==> src/rtl/regread_stage.sv <==
// Register-read pipeline stage: reads operands for a decoded instruction and holds up to two
// entries (HEAD, SKID) for execute. Optional writeback bypass enabled by defining WB_BYPASS_EN.
module regread_stage #(
    parameter int DATA_W = 16
) (
    input  logic              clk,
    input  logic              rst,
    input  logic              in_valid,
    output logic              in_ready,
    input  logic [3:0]        in_op,
    input  logic [3:0]        in_src1,
    input  logic [3:0]        in_src2,
    input  logic [3:0]        in_dst,
    input  logic              in_wen,
    input  logic [DATA_W-1:0] in_imm,
    output logic [3:0]        rf_src1,
    output logic [3:0]        rf_src2,
    input  logic [DATA_W-1:0] rf_data1,
    input  logic [DATA_W-1:0] rf_data2,
    input  logic              wb_wen,
    input  logic [3:0]        wb_dst,
    input  logic [DATA_W-1:0] wb_data,
    input  logic              flush,
    output logic              out_valid,
    input  logic              out_ready,
    output logic [3:0]        out_op,
    output logic [3:0]        out_dst,
    output logic              out_wen,
    output logic [DATA_W-1:0] out_a,
    output logic [DATA_W-1:0] out_b,
    output logic [DATA_W-1:0] out_imm
);

    typedef enum logic [1:0] {EMPTY, FULL, SKID_FULL} state_t;

    typedef struct packed {
        logic [3:0]        op;
        logic [3:0]        dst;
        logic              wen;
        logic [DATA_W-1:0] a;
        logic [DATA_W-1:0] b;
        logic [DATA_W-1:0] imm;
    } entry_t;

    state_t state, next_state;
    entry_t head, skid, cap, head_upd, skid_upd;
    logic   load_head_cap, load_head_skid, load_skid_cap;
    logic   in_fire, out_fire;

    assign rf_src1   = in_src1;
    assign rf_src2   = in_src2;
    assign in_ready  = (state != SKID_FULL);
    assign out_valid = (state != EMPTY);
    assign in_fire   = in_valid & in_ready;
    assign out_fire  = out_valid & out_ready;

`ifdef WB_BYPASS_EN
    // Source ids are kept per entry so held operands can track later writebacks.
    logic [3:0] head_s1, head_s2, skid_s1, skid_s2;

    function automatic logic wb_hit(input logic [3:0] id);
        return wb_wen && (wb_dst != 4'd0) && (wb_dst == id);
    endfunction

    always_ff @(posedge clk or posedge rst) begin
        if (rst) begin
            head_s1 <= '0;
            head_s2 <= '0;
            skid_s1 <= '0;
            skid_s2 <= '0;
        end else begin
            if (load_head_cap) begin
                head_s1 <= in_src1;
                head_s2 <= in_src2;
            end else if (load_head_skid) begin
                head_s1 <= skid_s1;
                head_s2 <= skid_s2;
            end
            if (load_skid_cap) begin
                skid_s1 <= in_src1;
                skid_s2 <= in_src2;
            end
        end
    end
`else
    logic unused_wb;
    assign unused_wb = ^{wb_wen, wb_dst, wb_data};
`endif

    // Register 0 reads as zero regardless of what the register file returns.
    always_comb begin
        cap.op   = in_op;
        cap.dst  = in_dst;
        cap.wen  = in_wen;
        cap.imm  = in_imm;
        cap.a    = (in_src1 == 4'd0) ? '0 : rf_data1;
        cap.b    = (in_src2 == 4'd0) ? '0 : rf_data2;
        head_upd = head;
        skid_upd = skid;
`ifdef WB_BYPASS_EN
        if (wb_hit(in_src1)) cap.a = wb_data;
        if (wb_hit(in_src2)) cap.b = wb_data;
        if (wb_hit(head_s1)) head_upd.a = wb_data;
        if (wb_hit(head_s2)) head_upd.b = wb_data;
        if (wb_hit(skid_s1)) skid_upd.a = wb_data;
        if (wb_hit(skid_s2)) skid_upd.b = wb_data;
`endif
    end

    always_ff @(posedge clk or posedge rst) begin
        if (rst) state <= EMPTY;
        else     state <= next_state;
    end

    always_comb begin
        next_state     = state;
        load_head_cap  = 1'b0;
        load_head_skid = 1'b0;
        load_skid_cap  = 1'b0;
        case (state)
            EMPTY: begin
                if (in_fire) begin
                    next_state    = FULL;
                    load_head_cap = 1'b1;
                end
            end
            FULL: begin
                if (in_fire && out_fire) begin
                    load_head_cap = 1'b1;
                end else if (in_fire) begin
                    next_state    = SKID_FULL;
                    load_skid_cap = 1'b1;
                end else if (out_fire) begin
                    next_state = EMPTY;
                end
            end
            SKID_FULL: begin
                if (out_fire) begin
                    next_state     = FULL;
                    load_head_skid = 1'b1;
                end
            end
            default: next_state = EMPTY;
        endcase
        // Flush discards everything held plus any same-cycle capture.
        if (flush) begin
            next_state     = EMPTY;
            load_head_cap  = 1'b0;
            load_head_skid = 1'b0;
            load_skid_cap  = 1'b0;
        end
    end

    always_ff @(posedge clk or posedge rst) begin
        if (rst) begin
            head <= '0;
            skid <= '0;
        end else begin
            if (load_head_cap)       head <= cap;
            else if (load_head_skid) head <= skid_upd;
            else                     head <= head_upd;
            if (load_skid_cap)       skid <= cap;
            else                     skid <= skid_upd;
        end
    end

    assign out_op  = head.op;
    assign out_dst = head.dst;
    assign out_wen = head.wen;
    assign out_a   = head.a;
    assign out_b   = head.b;
    assign out_imm = head.imm;

endmodule

==> config.mk <==
export PLATFORM = sky130hd
export DESIGN_NAME = regread_stage
export DESIGN_NICKNAME = d
export VERILOG_FILES = /design/src/rtl/regread_stage.sv
export SDC_FILE = /design/constraint.sdc
export NUM_CORES = 1
export LEC_CHECK = 0
export ABC_AREA = 1
export BUFFER_PORTS_ARGS = -buffer_cell sky130_fd_sc_hd__buf_2
export CORE_MARGIN = 2
export CORE_UTILIZATION = 46
export CTS_BUF_LIST = sky130_fd_sc_hd__clkbuf_8 sky130_fd_sc_hd__clkbuf_16
export DETAILED_ROUTE_END_ITERATION = 7
export PLACE_DENSITY = 0.76
export RECOVER_POWER = 100
export SETUP_SLACK_MARGIN = 0.5
export SLEW_MARGIN = 20
export SYNTH_ARGS = -nofsm -noshare
export SYNTH_HDL_FRONTEND = slang
export SYNTH_SLANG_ARGS = --single-unit
==> constraint.sdc <==
create_clock -name clk -period 3.3 [get_ports clk]
set_input_delay 0.33 -clock clk [delete_from_list [all_inputs] [get_ports clk]]
set_output_delay 0.33 -clock clk [all_outputs]
set_load 0.01 [all_outputs]
# Word level (Yosys, flattened, before mapping)
# Index checks and enable logic that the tools add are counted.
# word_totals
reg_bits	116
n_memories	0
input_bits	91
latch_bits	0
out_inout_bits	67
rom_bits	0
ram_bits	0
word_cells	50
# op_classes
magnitude_cmp	0
muxes	21
reduce_logical	7
eq_ne	7
div_mod_pow	0
mul	0
add_sub_neg	0
bitwise	2
n_shift	0
# ops
op	n
57-bit two-way mux	2
16-bit two-way mux	2
2-bit two-way mux	6
1-bit two-way mux	9
3-bit != test (second input constant)	3
4-bit logical NOT	2
2-bit one-hot mux with 3 select lines	1
4-bit != test (second input constant)	1
4-bit AND reduction	1
2-bit nonzero test	2
1-bit bitwise AND	2
2-bit by 1-bit == test with 1-bit output (second input constant)	1
2-bit == test (second input constant)	1
2-bit logical NOT	1
2-bit != test (second input constant)	1
1-bit one-hot mux with 2 select lines	1
1-bit logical AND	1

# Longest topological paths before layout
# logic_depth
depth_word	7
depth_mapped	8
ltp_nobuf	7

# Least setup slack after synthesis
# Ideal clock, no wire load.
# synth_timing
path_kind	flip-flop to flip-flop
startpoint	reg state[0]
endpoint	reg skid[16] in the netlist's numbering
n_path_buf	2
setup_time_ns	0.116
synth_period_minus_slack_ns	1.374
slack_ns	1.926
t_required_ns	3.184
t_arrival_ns	1.258
path_stages_with_launch	9
cell_sequence	dfrtp_1 -> nor2_1 -> nor2_1 -> nor3_2 -> inv_2 -> buf_2 -> buf_6 -> nand2_1 -> nand2_1
# synth_via
elab_chain_len	6
elab_cells_between_ends	10
classes_between	eq/ne (2); mux (4); bitwise (2); reduce/logical (2)
# synth_rtl
element	line	rtl
from (decl)	45	state_t state, next_state;
from (signal assigned)	112	else state <= next_state;
2-bit != test / 2-bit nonzero test (equally long branches)	52, 53	
1-bit bitwise AND, on equally long branches	54, 55	
1-bit two-way mux / 1-bit logical AND (equally long branches)	130, 128	
1-bit two-way mux	128	if (in_fire && out_fire) begin
1-bit two-way mux (*)	120	case (state)
1-bit two-way mux (*)	146	if (flush) begin
to (signal assigned)	162	if (load_skid_cap) skid <= cap;
to (signal assigned)	163	else skid <= skid_upd;
to (decl)	46	entry_t head, skid, cap, head_upd, skid_upd;
# Every way passes the cells marked *; elsewhere a longest branch is shown, timed or not.
# A chain may end at the register's enable or synchronous reset.

# Worst setup path after layout
# layout_timing
startpoint	reg state[0]
endpoint	reg head (netlist bit out_dst[1])
# layout_via
elab_chain_len	7
elab_cells_between_ends	17
classes_between	eq/ne (3); mux (8); bitwise (2); reduce/logical (4)
# layout_rtl
element	line	rtl
2-bit != test / 2-bit nonzero test (equally long branches)	52, 53	
1-bit bitwise AND, on equally long branches	54, 55	
1-bit logical AND	128	
1-bit two-way mux	128	
1-bit one-hot mux with 2 select lines	120	
1-bit two-way mux	146	
57-bit two-way mux / 2-bit nonzero test (equally long branches)	-	
to (signal assigned)	159	if (load_head_cap) head <= cap;
to (signal assigned)	160	else if (load_head_skid) head <= skid_upd;
to (signal assigned)	161	else head <= head_upd;
to (decl)	46	
# Parallel ways exist; a longest one is shown, timed or not.

==> key figures <==
Drt
  • Number of remaining DRC errors: 0
  • Routed WL per cell: 14.8 µm
  • Iteration-0 DRC count of the detailed router: 363
  • Post-Route WL: 13300 µm
  • Via count: 4650
  • Drt first pass iters: 5
  • Vias/cell: 5.17
  • Antenna-violating nets left: 0

GRT
  • Global Route Usage Sum: 22.9%
  • Vias in the first global route: 4538
  • Global-route wire length before repair: 21200 µm
  • Initial antenna violation count: 1
  • Overflow after GRT: 0
  • Pin count of the biggest net entering global routing: 79

Worst setup path
  • Cell chain of the critical path: nor2_1 > nand3_1 > clkbuf_2 > nand2_1 > inv_1 > nand2_1 > nand3_1
  • Critical-path top delay cell: clkbuf_2
  • Critical path startpoint category: flop
  • Crit path max fanout: 33
  • CP bufs+invs: 2
  • Critical path launch point: state[0]
  • Crit. End Element: flop
  • R2r setup slk: 0.88 ns
  • Critical R2R Launch: state[0]
  • Top Family by Delay on Critical Path: buffers and inverters
  • Critical path arrival: 2.87 ns
  • Worst EP required: 3.75 ns
  • CP max stage delay: 0.65 ns
  • CP Class: reg2reg

Floorplanning
  • DIE HEIGHT: 110 µm
  • Die area: 12100 µm²
  • Starting Density: 47.4%
  • IO Pins: 158
  • Width of the die: 110 µm
  • Core ar.: 10900 µm²
  • Row Count: 38

Clocking
  • Clock Sinks: 116
  • H-tree depth reported by CTS: 4
  • Post-CTS Resized: 0
  • Setup bufs post-CTS: 0
  • CTS tree: done
  • CTS root buffer: clkbuf_8
  • Max clock buf depth: 2
  • Reg clk slew, reported paths: 0.06 ns
  • TritonCTS buffer count: 17
  • Clock latency on the worst-skew pair: 0.52 ns

Cells and area
  • Number of fill cells in the layout: 981
  • Layout area overhead: 23.9%
  • Share of cells above drive strength 1: 14.2%
  • Finished Cell Area: 6390 µm²
  • Utilization after layout: 58.7%
  • Fin nets: 836

Logic synthesis
  • Sequential area share after synthesis: 56.2%
  • Mapped Cells: 628
  • Mapped Area: 5160 µm²
  • Yosys cell types: 13
  • Syn_area_per_cell: 8.22 µm²
  • Synth warn: 0
  • Yosys reg bits: 116
  • Synth Net Count: 719

Timing
  • Fin. max-slew vios: 39
  • Max-slew headroom: -20.7%
  • Finish-stage setup viols: 0
  • Worst slew pin tran: 1.80 ns
  • Tmin final: 2.42 ns
  • Setup TNS: 0 ns
  • Final hold vios: 0
  • Clock Skews: 0.00656 ns
  • Achievable Freq: 413 MHz
  • Final worst-path cycle share: 73.4%
  • RSZ-0062 raised after global routing: no

Hold path
  • Worst min-delay path class: in2reg
  • Worst hold start: in_dst[1]

Power and ir drop
  • Gate power share: 17.8%
  • Pleak: 3.27 nW
  • Maximum vdd drop: 0.394 mV
  • Switching share of power: 29.3%
  • Power density cells: 799 nW/µm²
  • Switching pwr: 0.00150 W
  • Sequential power share: 42.5%
  • Pint: 0.00361 W
  • Clock network power share: 39.7%

Placed design
  • IO Port Bufs: 136
  • Routability cong.: 0.772
  • DP HPWL: 8070 µm
  • Placement Cell Area: 5830 µm²

Job
  • Max cap viols: 1

Run status
  • Failing checks: max-capacitance violations, max-slew violations
  • Status: complete, but fails checks
==> final timing paths <==
path                                   end  cells after the start
min in group asynchronous       out_imm[1]                      3
worst max register to register  out_dst[1]                      7
max in group asynchronous         skid[28]                      4
worst max-delay path            out_dst[1]                      7
worst min-delay path              skid[50]                      3
worst min register to register     skid[0]                      2
==> worst reg2reg max path: stages, from the launching register on <==
cell	delay, ns
dfrtp_1	0.46
nor2_1	0.10
nand3_1	0.12
clkbuf_2	0.65
nand2_1	0.11
inv_1	0.63
nand2_1	0.15
nand3_1	0.12
==> synthesized netlist by cell type (all sizes together) <==
cell type,number,area share [%]
clkbuf,15,1.1
nor3,1,0.19
nand2,322,23
buf,29,3.9
nand3,92,8.9
dfrtp,116,56
nor2,9,0.65
nand4,2,0.24
a21boi,32,4.7
inv,10,0.73
==> state kept, by name, summed over array words and instances, names as in the netlist <==
name,count
out_a,16
out_b,16
out_dst,4
out_imm,16
out_op,4
out_wen,1
skid,57
state,2
==> through the flow <==
step	hold WS (ns)	std cells	total power, W	setup WS, ns
floorplan	0.442	628	0.00275	1.56
global placement	0.453	865	0.00308	1.49
detailed placement	0.458	865	0.00314	1.40
CTS	0.0110	898	0.00519	1.37
global route	0.0299	899	0.00540	0.712
finish	0.0297	899	0.00511	0.878
==> cell type report <==
type / count / area, µm² / area share, %
Antenna cell: 1 / 2.50 / 0.0391
Clock buffer: 17 / 414 / 6.48
Clock inverter: 15 / 238 / 3.72
Inverter: 10 / 38.8 / 0.607
Multi-Input combinational cell: 458 / 1960 / 30.7
Sequential cell: 116 / 2900 / 45.4
Tap cell: 140 / 175 / 2.74
Timing Repair Buffer: 142 / 663 / 10.4
==> power groups by stage <==
stage	Clock [W]	Sequential [W]	Combinational (W)
2_1_floorplan	0	0.00221	0.000532
3_3_place_gp	0	0.00215	0.000922
3_5_place_dp	0	0.00217	0.000967
4_1_cts	0.00205	0.00216	0.000974
5_1_grt	0.00212	0.00223	0.00105
6_report	0.00203	0.00217	0.000908
==> routing by layer <==
layer	track usage, %	up-vias	part of all wire (%)
li1	-	2228	-
met2	37.1	191	48
met4	10.8	0	2.2
met5	0	-	0
met3	5.57	34	6.7
met1	28.8	2197	43
==> cells by family after synthesis <==
group           count (synthesis)  share of synthesized area, %
simple gates                  426                          33.4
flops                         116                          56.2
buf+inv                        54                          5.70
compound gates                 32                          4.65
==> cell usage in the layout (no fill, tap or decap), types with 2 or more instances in the layout <==
| cell type | count |
|---|---|
| nand2_1 | 322 |
| clkbuf_2 | 2 |
| clkbuf_16 | 16 |
| clkinv_2 | 3 |
| inv_2 | 3 |
| nor2_1 | 9 |
| buf_2 | 68 |
| a21boi_0 | 32 |
| clkbuf_1 | 68 |
| dfrtp_1 | 116 |
| nand4_1 | 2 |
| bufinv_16 | 6 |
| nand3_1 | 92 |
| inv_1 | 7 |
| buf_12 | 2 |
| clkinvlp_4 | 4 |
==> repair_timing <==
item	4_1_cts	5_1_grt
endpoints found under the setup margin	0	0
endpoints found under the hold margin	1	0
hold buffers	1	0
No activity file was read; power rests on OpenSTA's default activity.
